File: src/rtl/alu_arbiter_if.sv
// Bus bundle between two requesters, the arbiter and the shared ALU.
// slave  : arbiter side (takes requests, drives ALU operands and responses)
// master : environment side (requesters plus the ALU returning alu_result)
interface alu_arbiter_if #(
    parameter int unsigned WIDTH = 8
);
    localparam int unsigned OP_W = 3;

    logic             req0_valid;
    logic [WIDTH-1:0] req0_a;
    logic [WIDTH-1:0] req0_b;
    logic [OP_W-1:0]  req0_op;
    logic             req0_ready;

    logic             req1_valid;
    logic [WIDTH-1:0] req1_a;
    logic [WIDTH-1:0] req1_b;
    logic [OP_W-1:0]  req1_op;
    logic             req1_ready;

    logic [WIDTH-1:0] alu_a;
    logic [WIDTH-1:0] alu_b;
    logic [OP_W-1:0]  alu_ctrl;
    logic [WIDTH-1:0] alu_result;

    logic             rsp0_valid;
    logic             rsp1_valid;
    logic [WIDTH-1:0] rsp_data;
    logic             rsp_zero;

    modport slave (
        input  req0_valid, req0_a, req0_b, req0_op,
        output req0_ready,
        input  req1_valid, req1_a, req1_b, req1_op,
        output req1_ready,
        output alu_a, alu_b, alu_ctrl,
        input  alu_result,
        output rsp0_valid, rsp1_valid, rsp_data, rsp_zero
    );

    modport master (
        output req0_valid, req0_a, req0_b, req0_op,
        input  req0_ready,
        output req1_valid, req1_a, req1_b, req1_op,
        input  req1_ready,
        input  alu_a, alu_b, alu_ctrl,
        output alu_result,
        input  rsp0_valid, rsp1_valid, rsp_data, rsp_zero
    );
endinterface

File: src/rtl/alu_arbiter.sv
// Round-robin arbiter sharing one combinational ALU between two requesters.
// Ports:
//   clk   - clock, all state changes on rising edge
//   rst_n - asynchronous active-low reset
//   bus   - alu_arbiter_if.slave: req0/req1 valid/a/b/op/ready, alu_a/alu_b/
//           alu_ctrl/alu_result, rsp0_valid/rsp1_valid/rsp_data/rsp_zero
// Flow: IDLE (grant + accept) -> EXEC (ALU evaluates latched operands)
//       -> RESP (one-cycle strobe to the served requester) -> IDLE.
// Optional feature: define ALU_ARBITER_ZERO_FLAG_EN to register rsp_zero
// alongside rsp_data; otherwise rsp_zero is tied low.
// req0_ready/req1_ready are combinational (grant depends on current valids).
module alu_arbiter #(
    parameter int unsigned WIDTH = 8
) (
    input  logic          clk,
    input  logic          rst_n,
    alu_arbiter_if.slave  bus
);
    localparam int unsigned OP_W = 3;

    typedef enum logic [1:0] {
        IDLE = 2'd0,
        EXEC = 2'd1,
        RESP = 2'd2
    } state_t;

    state_t           state_q;
    state_t           state_d;
    logic             last_q;      // last-served requester ID
    logic             id_q;        // requester owning the in-flight op
    logic             grant_c;
    logic             accept_c;
    logic             ready0_c;
    logic             ready1_c;
    logic [WIDTH-1:0] sel_a_c;
    logic [WIDTH-1:0] sel_b_c;
    logic [OP_W-1:0]  sel_op_c;
    logic [WIDTH-1:0] alu_a_q;
    logic [WIDTH-1:0] alu_b_q;
    logic [OP_W-1:0]  alu_ctrl_q;
    logic [WIDTH-1:0] rsp_data_q;
    logic             rsp0_q;
    logic             rsp1_q;

    // State register
    always_ff @(posedge clk or negedge rst_n) begin
        if (!rst_n) begin
            state_q <= IDLE;
        end else begin
            state_q <= state_d;
        end
    end

    // Next state, grant and ready; rst_n gating keeps ready low during reset
    always_comb begin
        state_d  = state_q;
        ready0_c = 1'b0;
        ready1_c = 1'b0;
        accept_c = 1'b0;
        grant_c  = (bus.req0_valid && bus.req1_valid) ? ~last_q : bus.req1_valid;
        case (state_q)
            IDLE: begin
                if (rst_n && (bus.req0_valid || bus.req1_valid)) begin
                    ready0_c = ~grant_c;
                    ready1_c = grant_c;
                    accept_c = 1'b1;
                    state_d  = EXEC;
                end
            end
            EXEC:    state_d = RESP;
            RESP:    state_d = IDLE;
            default: state_d = IDLE;
        endcase
    end

    // Operand mux for the granted requester
    always_comb begin
        sel_a_c  = grant_c ? bus.req1_a  : bus.req0_a;
        sel_b_c  = grant_c ? bus.req1_b  : bus.req0_b;
        sel_op_c = grant_c ? bus.req1_op : bus.req0_op;
    end

    // Operand latch on accept, result capture at end of EXEC, response strobes
    always_ff @(posedge clk or negedge rst_n) begin
        if (!rst_n) begin
            alu_a_q    <= '0;
            alu_b_q    <= '0;
            alu_ctrl_q <= '0;
            rsp_data_q <= '0;
            rsp0_q     <= 1'b0;
            rsp1_q     <= 1'b0;
            id_q       <= 1'b0;
            last_q     <= 1'b1;
        end else begin
            rsp0_q <= 1'b0;
            rsp1_q <= 1'b0;
            if (accept_c) begin
                alu_a_q    <= sel_a_c;
                alu_b_q    <= sel_b_c;
                alu_ctrl_q <= sel_op_c;
                id_q       <= grant_c;
                last_q     <= grant_c;
            end
            if (state_q == EXEC) begin
                rsp_data_q <= bus.alu_result;
                rsp0_q     <= ~id_q;
                rsp1_q     <= id_q;
            end
        end
    end

`ifdef ALU_ARBITER_ZERO_FLAG_EN
    logic zero_q;

    // Zero flag captured together with rsp_data
    always_ff @(posedge clk or negedge rst_n) begin
        if (!rst_n) begin
            zero_q <= 1'b0;
        end else if (state_q == EXEC) begin
            zero_q <= (bus.alu_result == '0);
        end
    end

    assign bus.rsp_zero = zero_q;
`else
    assign bus.rsp_zero = 1'b0;
`endif

    assign bus.req0_ready = ready0_c;
    assign bus.req1_ready = ready1_c;
    assign bus.alu_a      = alu_a_q;
    assign bus.alu_b      = alu_b_q;
    assign bus.alu_ctrl   = alu_ctrl_q;
    assign bus.rsp_data   = rsp_data_q;
    assign bus.rsp0_valid = rsp0_q;
    assign bus.rsp1_valid = rsp1_q;
endmodule
File: src/flat_wrapper.sv
// flat-port wrapper written by rule: the top's interface ports become plain ports
module alu_arbiter_flat 
#(
    parameter int unsigned WIDTH = 8
)
  (clk, rst_n, bus_req0_valid, bus_req0_a, bus_req0_b, bus_req0_op, bus_req0_ready, bus_req1_valid, bus_req1_a, bus_req1_b, bus_req1_op, bus_req1_ready, bus_alu_a, bus_alu_b, bus_alu_ctrl, bus_alu_result, bus_rsp0_valid, bus_rsp1_valid, bus_rsp_data, bus_rsp_zero);
  alu_arbiter_if #(.WIDTH(WIDTH)) bus_i ();
  input  logic clk;
  input  logic rst_n;
  input wire logic [$bits(bus_i.req0_valid)-1:0] bus_req0_valid;
  input wire logic [$bits(bus_i.req0_a)-1:0] bus_req0_a;
  input wire logic [$bits(bus_i.req0_b)-1:0] bus_req0_b;
  input wire logic [$bits(bus_i.req0_op)-1:0] bus_req0_op;
  output wire logic [$bits(bus_i.req0_ready)-1:0] bus_req0_ready;
  input wire logic [$bits(bus_i.req1_valid)-1:0] bus_req1_valid;
  input wire logic [$bits(bus_i.req1_a)-1:0] bus_req1_a;
  input wire logic [$bits(bus_i.req1_b)-1:0] bus_req1_b;
  input wire logic [$bits(bus_i.req1_op)-1:0] bus_req1_op;
  output wire logic [$bits(bus_i.req1_ready)-1:0] bus_req1_ready;
  output wire logic [$bits(bus_i.alu_a)-1:0] bus_alu_a;
  output wire logic [$bits(bus_i.alu_b)-1:0] bus_alu_b;
  output wire logic [$bits(bus_i.alu_ctrl)-1:0] bus_alu_ctrl;
  input wire logic [$bits(bus_i.alu_result)-1:0] bus_alu_result;
  output wire logic [$bits(bus_i.rsp0_valid)-1:0] bus_rsp0_valid;
  output wire logic [$bits(bus_i.rsp1_valid)-1:0] bus_rsp1_valid;
  output wire logic [$bits(bus_i.rsp_data)-1:0] bus_rsp_data;
  output wire logic [$bits(bus_i.rsp_zero)-1:0] bus_rsp_zero;
  assign bus_i.req0_valid = bus_req0_valid;
  assign bus_i.req0_a = bus_req0_a;
  assign bus_i.req0_b = bus_req0_b;
  assign bus_i.req0_op = bus_req0_op;
  assign bus_req0_ready = bus_i.req0_ready;
  assign bus_i.req1_valid = bus_req1_valid;
  assign bus_i.req1_a = bus_req1_a;
  assign bus_i.req1_b = bus_req1_b;
  assign bus_i.req1_op = bus_req1_op;
  assign bus_req1_ready = bus_i.req1_ready;
  assign bus_alu_a = bus_i.alu_a;
  assign bus_alu_b = bus_i.alu_b;
  assign bus_alu_ctrl = bus_i.alu_ctrl;
  assign bus_i.alu_result = bus_alu_result;
  assign bus_rsp0_valid = bus_i.rsp0_valid;
  assign bus_rsp1_valid = bus_i.rsp1_valid;
  assign bus_rsp_data = bus_i.rsp_data;
  assign bus_rsp_zero = bus_i.rsp_zero;
  alu_arbiter #(.WIDTH(WIDTH)) u_core (.clk(clk), .rst_n(rst_n), .bus(bus_i));
endmodule
File: config.mk
export PLATFORM = sky130hd
export DESIGN_NAME = alu_arbiter_flat
export DESIGN_NICKNAME = d
export VERILOG_FILES = /design/src/rtl/alu_arbiter_if.sv /design/src/rtl/alu_arbiter.sv /design/src/flat_wrapper.sv
export SDC_FILE = /design/constraint.sdc
export NUM_CORES = 1
export LEC_CHECK = 0
export ABC_AREA = 1
export BUFFER_PORTS_ARGS = -buffer_cell sky130_fd_sc_hd__buf_4
export CAP_MARGIN = 10
export CORE_MARGIN = 5
export CORE_UTILIZATION = 45
export DETAILED_ROUTE_END_ITERATION = 8
export PLACE_DENSITY = 0.8
export SYNTH_ARGS = -nofsm -noshare
export SYNTH_HDL_FRONTEND = slang
export SYNTH_SLANG_ARGS = --single-unit
File: constraint.sdc
create_clock -name clk -period 1.4 [get_ports clk]
set_input_delay 0.07 -clock clk [delete_from_list [all_inputs] [get_ports clk]]
set_output_delay 0.07 -clock clk [all_outputs]
set_load 0.02 [all_outputs]
==> impl_metrics.yaml, run 1 <==
critical_path:
  crit_slowest_cell: "dfrtp_1"
  critPathCaptureType: "output pin"
  ff2ff_path_depth: 8
  slowest_delay_ns: 0.43
  cp_data_required_time_ns: 1.33
  setup.worst_path.start_class: "register"
  critPathMaxFanout: 2
  critical_path_class: "reg2out"
  crit_chain: "nor2_4 -> inv_2 -> nor2_4 -> nand2_2 -> inv_2 -> buf_6"
  critPathArrivalTime_ns: 1.32
drt:
  drt_iter0_markers: 93
  ant_nets: 0
  via_per_inst: 4.583
  drc: 0
  routed_wl_mm: 4.432
  num_vias: 1604
  drt-pass1-iter-count: 4
  routedWlPerCell_um: 12.66
global_routing:
  grt_pass1_vias: 1562
  antenna_found_initial: 0
  grt_pass1_wl_mm: 7.238
  grt-ovfl-total: 0
  grt_max_degree: 29
  track_usage_pct: 18.82
die:
  fp.dieH_um: 69.19
  start_util_pct: 46.87
  die-area_um2: 4787
  fp.dieW_um: 69.19
  placementRows: 21
  ioPinCount: 82
  core_area_um2: 3363
worst_hold_path:
  hold_path_class: "in2reg"
  hold_depth: 5
layout:
  fill_cells: 285
  area_growth_syn_to_layout_pct: 55.56
  final_common_cell: "nand2_1"
  final_cell_mix: "nand2_1 (124), buf_4 (92), dfrtp_1 (32)"
  drive_gt1_share_pct: 36.84
  fin_util_pct: 72.92
  fin_area_um2: 2452
  diodes: 0
  nets: 353
clocking:
  cts_root_buf: "clkbuf_4"
  clock-sinks: 33
  cts_tree: "built"
  numCtsBuffers: 5
  htree_levels: 2
  clk_path_buf_depth: 2
  clk_pin_slew_ns: 0.11
  insertion_delay_ns: 0.33
sta:
  drv_slew: 0
  fin_crit_sh_pct: 99.34
  max_freq_mhz: 719.1
  hold_ws_ns: 0.01475
  worst_slack_ns: 0.009277
  hold_viol: 0
  fin_crit_ns: 1.391
  rsz0062_at_grt: "true"
  setup_viol: 0
  skew_ns: 0.01565
synth:
  syn-num-nets: 256
  synth_area_um2: 1577
  syn_inst: 206
  yosys_warnings: 0
  seq_area_frac_synth_pct: 52.46
  synth-seq-cells: 33
  yosysUniqueCellTypes: 16
  avgSynthCellArea_um2: 7.653
placed_design:
  place_ws_ns: 0.1850
  dp_hpwl_mm: 3.106
  placed_area_um2: 2201
  port_buffers: 80
  routabilityCongestion: 0.7931
status:
  outcome: "complete, no violations"
power:
  cellLeakagePower_nw: 1.424
  ir_drop_uv: 692.2
  power_density_nw_per_um2: 1412
job:
  drv_cap: 0
## state kept, by name, indices dropped and copies added (netlist names)
name and count:
u_core.bus.alu_a 8, u_core.bus.alu_b 8, u_core.bus.alu_ctrl 3, u_core.bus.rsp0_valid 1
u_core.bus.rsp1_valid 1, u_core.bus.rsp_data 8, u_core.id_q 1, u_core.last_q 1
u_core.state_q 2
## critical path: cells and delay by family (launching register included)
kind	cells	cell delay [ns]
flops	1	0.43
simple gates	3	0.34
buf+inv	3	0.21
## path summary, 6_finish.rpt
path,to,start,slack (ns)
worst min-delay path,u_core.bus.alu_ctrl[1],bus_req0_op[1],0.01
max in group asynchronous,u_core.last_q,rst_n,0.70
worst max register to register,u_core.bus.alu_a[5],u_core.last_q,0.14
worst max-delay path,bus_req1_ready,u_core.state_q[0],0.009
min in group asynchronous,u_core.id_q,rst_n,0.09
worst min register to register,u_core.bus.rsp0_valid,u_core.id_q,0.46
## repair_timing
item | in CTS | in global routing
buffers inserted | 2 | 3
setup endpoints to repair | 2 | 2
hold buffers | 9 | 0
pin swaps | 2 | 4
resized for setup | 10 | 3
endpoints found under the hold margin | 40 | 0
## synthesized netlist by cell type
cell type,number,area (um^2)
dfstp_2,1,26.28
inv_1,5,18.77
nor2_1,3,11.26
nand2_1,127,476.7
nand3_2,1,10.01
buf_4,4,30.03
dfrtp_1,32,800.8
buf_6,5,56.30
nand3_1,19,95.09
o21ai_0,1,5.000
clkinv_1,1,3.750
nor2_2,1,6.260
or2_1,1,6.260
buf_2,3,15.01
nor2_4,1,11.26
conb_1,1,3.750
## layout make-up
class                      instances  area, um^2  share of cell area (%)
sequential                        33       827.0                   33.72
multi-input combinational        155       648.1                   26.43
clock buffer                       5       37.54                   1.531
tap                               46       57.56                   2.347
timing repair buffer             102       792.0                   32.30
inverter                           6       25.02                   1.020
clock inverter                     3       65.06                   2.653
## metrics by stage
step                      std cells  power (W)   TNS, ns
after global routing            350   0.003670   -0.1170
final                           350   0.003463         0
after floorplan                 206   0.001981         0
after CTS                       348   0.003477  -0.05069
after global placement          329   0.002528         0
after detailed placement        329   0.002546         0
## where the power goes
group	switching, W	internal (W)	leakage, nW
clock network	0.000331	0.000553	0.0552
logic	0.000698	0.000563	0.956
registers	0.000132	0.00119	0.413
total	0.00116	0.00230	1.42
## cell families (layout without fill, tap and decap cells)
group | Yosys count | after routing | share of synthesized area [%]
buffers and inverters | 18 | 116 | 7.857
other | 1 | 1 | 0.2379
and+or+nand+nor | 153 | 153 | 39.13
AOI/OAI and AO/OA | 1 | 1 | 0.3172
DFF | 33 | 33 | 52.46
## layer usage
metal	GRT usage [%]	part of all wire (%)	vias to the layer above
li1	-	-	820
met1	21.79	40	717
met2	31.99	52	57
met3	5.362	6.2	10
met4	8.677	2.1	0
met5	0	0	-
(Power assumes the default switching activity.)
==> run 2: changes to the inputs <==
Settings changed: CORE_UTILIZATION 45 to 46, CTS_BUF_LIST from default to sky130_fd_sc_hd__clkbuf_2 sky130_fd_sc_hd__clkbuf_4 sky130_fd_sc_hd__clkbuf_8, PLACE_DENSITY 0.8 to 0.81, REMOVE_ABC_BUFFERS from default to 1.
==> impl_metrics.yaml, run 2 (synthesized netlist as in run 1, its figures left out) <==
critical_path:
  r2r_slack_ns: 0.12
  cp_data_required_time_ns: 1.33
  critPathCaptureType: "output pin"
  critPathMaxFanout: 3
  critPathArrivalTime_ns: 1.32
  setup.worst_path.start_class: "register"
  critical_path_class: "reg2out"
placed_design:
  dp_cells: 330
  port_buffers: 80
  dp_hpwl_mm: 3.145
  routabilityCongestion: 0.7203
die:
  core_area_um2: 3337
  fp.dieH_um: 68.54
  fp.dieW_um: 68.54
  ioPinCount: 82
  placementRows: 21
  start_util_pct: 47.24
  die-area_um2: 4698
sta:
  fin_crit_sh_pct: 99.16
  rsz0062_at_grt: "true"
  hold_viol: 0
  setup_tns_ns: 0
  worst_slew_pin_slew_ns: 0.6795
  drv_slew: 0
  setup_viol: 0
  slew_headroom_pct: 54.55
  fin_crit_ns: 1.388
  skew_ns: 0.009567
  max_freq_mhz: 720.3
power:
  cellLeakagePower_nw: 1.409
  ir_drop_uv: 782.7
  p_total_w: 0.003101
  power_density_nw_per_um2: 1286
drt:
  drc: 0
  highest_layer: "met4"
  route.met2.wl_mm: 2.198
  routed_wl_mm: 4.290
  wl_met1_mm: 1.775
  routedWlPerCell_um: 12.22
  met3WireLength_um: 249
  num_vias: 1591
  drt-pass1-iter-count: 4
  ant_nets: 0
  drt_iter0_markers: 114
  via_per_inst: 4.533
layout:
  drive_gt1_share_pct: 37.05
  diodes: 0
  final_cell_mix: "nand2_1 (124), buf_4 (92), dfrtp_1 (32)"
  nets: 354
  stdcell_count: 351
  area_growth_syn_to_layout_pct: 52.94
  final_common_cell: "nand2_1"
global_routing:
  grt_pass1_wl_mm: 7.086
  track_usage_pct: 20.64
  antenna_found_initial: 0
  grt_pass1_vias: 1592
  grt_max_degree: 23
  grt-ovfl-total: 0
clocking:
  clock-sinks: 33
  clk_pin_slew_ns: 0.10
  clk_path_buf_depth: 2
  insertion_delay_ns: 0.33
  cts_tree: "built"
  htree_levels: 2
  cts_root_buf: "clkbuf_4"
  numCtsBuffers: 5
worst_hold_path:
  hold_path_class: "in2reg"
status:
  outcome: "complete, no violations"
job:
  drv_cap: 0
==> run 2: metrics by stage <==
stage	hold slack (ns)	cell area [um^2]	util, %	setup slack, ns
2_1_floorplan	-0.2256	1475	-	-0.3063
5_1_grt	0.004950	2411	72.25	-0.07154
3_5_place_dp	-0.05883	2208	66.18	0.2149
4_1_cts	0.009171	2415	72.37	0.003337
6_report	0.02257	2411	72.25	0.01178
3_3_place_gp	-0.06020	2208	66.18	0.2731
==> run 2: per-layer routing <==
metal | track usage (%) | up-vias
li1 | - | 823
met1 | 24.20 | 715
met2 | 35.88 | 49
met3 | 5.024 | 4
met4 | 8.437 | 0
met5 | 0 | -
==> run 2: worst max-delay path, stage by stage, from the launching register on <==
cell and delay, ns:
dfrtp_1 0.42, nor2_4 0.15, inv_2 0.06, nor2_4 0.13, nand2_2 0.07, inv_2 0.05
buf_6 0.10
==> run 2: power by group <==
part	internal [W]	total [W]	switching [W]	leakage, nW
clock	0.000210	0.000515	0.000305	0.0354
sequential	0.00119	0.00132	0.000131	0.413
combinational	0.000570	0.00127	0.000700	0.961
total	0.00197	0.00310	0.00114	1.41
==> run 2: worst paths after layout <==
check / start / endpoint / cells after the start
min in group asynchronous: rst_n / u_core.bus.rsp1_valid / 2
setup reg to reg: u_core.last_q / u_core.bus.alu_b[3] / 7
setup / recovery: u_core.state_q[1] / bus_req1_ready / 6
hold reg to reg: u_core.id_q / u_core.bus.rsp0_valid / 1
max in group asynchronous: rst_n / u_core.last_q / 3
hold / removal: bus_req0_a[4] / u_core.bus.alu_a[4] / 5
==> run 2: repair_timing <==
| action | CTS | global route |
|---|---|---|
| endpoints found under the hold margin | 40 | 0 |
| gates resized for setup | 10 | 2 |
| pin swaps | 6 | 4 |
| hold buffers | 9 | 0 |
| endpoints found under the setup margin | 2 | 2 |
| setup buffers | 4 | 1 |
==> run 2: area by class of cell <==
| class | instances | area [um^2] |
|---|---|---|
| clock buffers | 6 | 45.04 |
| well taps | 46 | 57.56 |
| flip-flops and latches | 33 | 827.0 |
| fillers | 282 | 925.9 |
| multi-input cells | 155 | 645.6 |
| repair buffers | 103 | 803.3 |
| inverters | 6 | 22.52 |
| clock inverters | 2 | 10.01 |
==> run 3: changes to the inputs <==
Settings changed: CORE_ASPECT_RATIO from default to 1.1, PLACE_DENSITY 0.81 to 0.83.
==> impl_metrics.yaml, run 3 (synthesized netlist as in run 1, its figures left out) <==
status:
  outcome: "complete, no violations"
critical_path:
  crit_chain: "nor2_4 -> inv_2 -> nor2_4 -> nand2_4 -> inv_2 -> buf_6"
  ff2ff_path_depth: 8
  critPathArrivalTime_ns: 1.31
  r2r_start: "u_core.state_q[0]"
  cp_data_required_time_ns: 1.33
  cp-endpoint: "bus_req1_ready"
  slowest_delay_ns: 0.42
  critPathCaptureType: "output pin"
  setup.worst_path.start_class: "register"
  crit_slowest_cell: "dfrtp_1"
  r2r_end: "u_core.bus.alu_a[1]"
  crit_start: "u_core.state_q[0]"
  r2r_slack_ns: 0.05
  critPathMaxFanout: 2
  critical_path_class: "reg2out"
clocking:
  insertion_delay_ns: 0.32
  cts_root_buf: "clkbuf_4"
  htree_levels: 2
  numCtsBuffers: 5
  clock-sinks: 33
  cts_tree: "built"
  clk_pin_slew_ns: 0.09
  clk_path_buf_depth: 2
power:
  ir_drop_uv: 788.6
  cellLeakagePower_nw: 1.441
  power_density_nw_per_um2: 1296
layout:
  seqCellArea_um2: 827.0
  fin_area_um2: 2470
  nets: 355
  final_cell_mix: "nand2_1 (124), buf_4 (92), dfrtp_1 (32)"
  final_common_cell: "nand2_1"
  diodes: 0
  area_growth_syn_to_layout_pct: 56.67
  fin_util_pct: 74.15
  multi_input_area_um2: 668.1
  fill_cells: 259
  drive_gt1_share_pct: 37.25
  stdcell_count: 354
global_routing:
  grt_pass1_wl_mm: 7.182
  grt_pass1_vias: 1586
  antenna_found_initial: 0
  grt-ovfl-total: 0
  grt_max_degree: 27
  track_usage_pct: 19.82
worst_hold_path:
  hold_path_class: "in2reg"
  hp-start: "bus_req0_a[6]"
sta:
  fin_crit_ns: 1.384
  drv_slew: 0
  max_freq_mhz: 722.6
  setup_viol: 0
  fin_crit_sh_pct: 98.85
  hold_viol: 0
  skew_ns: 0.009450
  rsz0062_at_grt: "true"
  hold_ws_ns: 0.02740
drt:
  num_vias: 1626
  via_per_inst: 4.593
  drt-pass1-iter-count: 5
  drt_iter0_markers: 100
  routed_wl_mm: 4.508
  ant_nets: 0
  drc: 0
  routedWlPerCell_um: 12.73
placed_design:
  placed_area_um2: 2208
  port_buffers: 80
  dp_hpwl_mm: 3.119
  routabilityCongestion: 0.7673
  dp_cells: 330
die:
  fp.dieW_um: 65.82
  die-area_um2: 4699
  ioPinCount: 82
  start_util_pct: 47.33
  placementRows: 22
  core_area_um2: 3331
  fp.dieH_um: 71.40
job:
  drv_cap: 0
==> run 3: cell count changes in the layout (fill, tap and decap cells not counted) <==
cell      change
nand2_2       -3
buf_12        +1
inv_4         +1
nand3_2       -1
clkbuf_4      +1
inv_2         -1
nand3_4       +1
clkbuf_8      +1
clkinv_2      -2
nand2_4       +3
==> run 3: routing by layer <==
| metal | vias to the layer above | GRT usage, % | routed length (um) | part of all wire [%] |
|---|---|---|---|---|
| met3 | 8 | 5.329 | 285 | 6.3 |
| met2 | 45 | 31.74 | 2334 | 52 |
| met1 | 752 | 24.75 | 1794 | 40 |
| met4 | 0 | 9.217 | 93 | 2.1 |
| li1 | 821 | - | - | - |
| met5 | - | 0 | 0 | 0 |
==> run 3: timing repair <==
item | 4_1_cts | 5_1_grt
endpoints found under the hold margin | 40 | 0
hold buffers | 9 | 0
pin swaps | 3 | 5
setup buffers | 4 | 3
resized for setup | 5 | 11
setup endpoints to repair | 2 | 2
==> run 3: worst min path at each step <==
stage / to / slack (ns) / cells after the start
2_1_floorplan: u_core.bus.alu_a[0] / -0.23 / 0
3_3_place_gp: u_core.state_q[0] / -0.1 / 1
3_5_place_dp: u_core.bus.rsp_data[4] / -0.1 / 1
4_1_cts: u_core.bus.alu_a[5] / 0.02 / 5
5_1_grt: u_core.bus.alu_b[1] / 0.04 / 5
6_report: u_core.bus.alu_a[6] / 0.03 / 5
==> run 3: metrics by stage <==
step	setup WS [ns]	total power [W]	TNS (ns)
final	0.01608	0.003201	0
after global routing	-0.04505	0.003401	-0.08522
after CTS	0.006170	0.003179	0
after detailed placement	0.1627	0.002547	0
after global placement	0.2010	0.002524	0
after floorplan	-0.3063	0.001922	-3.478
==> run 3: layout make-up <==
cell class	instances	share of cell area, %
flip-flops and latches	33	33.49
repair buffers	104	33.33
multi-input cells	155	27.05
clock buffers	8	2.685
well taps	48	2.432
inverters	6	1.013
==> run 3: power by group <==
group          switching, W  internal [W]  total [W]
Combinational      0.000709      0.000585    0.00129
Sequential         0.000140       0.00119    0.00133
Clock              0.000294      0.000287   0.000580
==> run 3: critical path: cells and delay by family, from the launching register on <==
kind,cells,cell delay [ns]
buffers and inverters,3,0.22
flip-flops,1,0.42
AND/OR/NAND/NOR,3,0.35
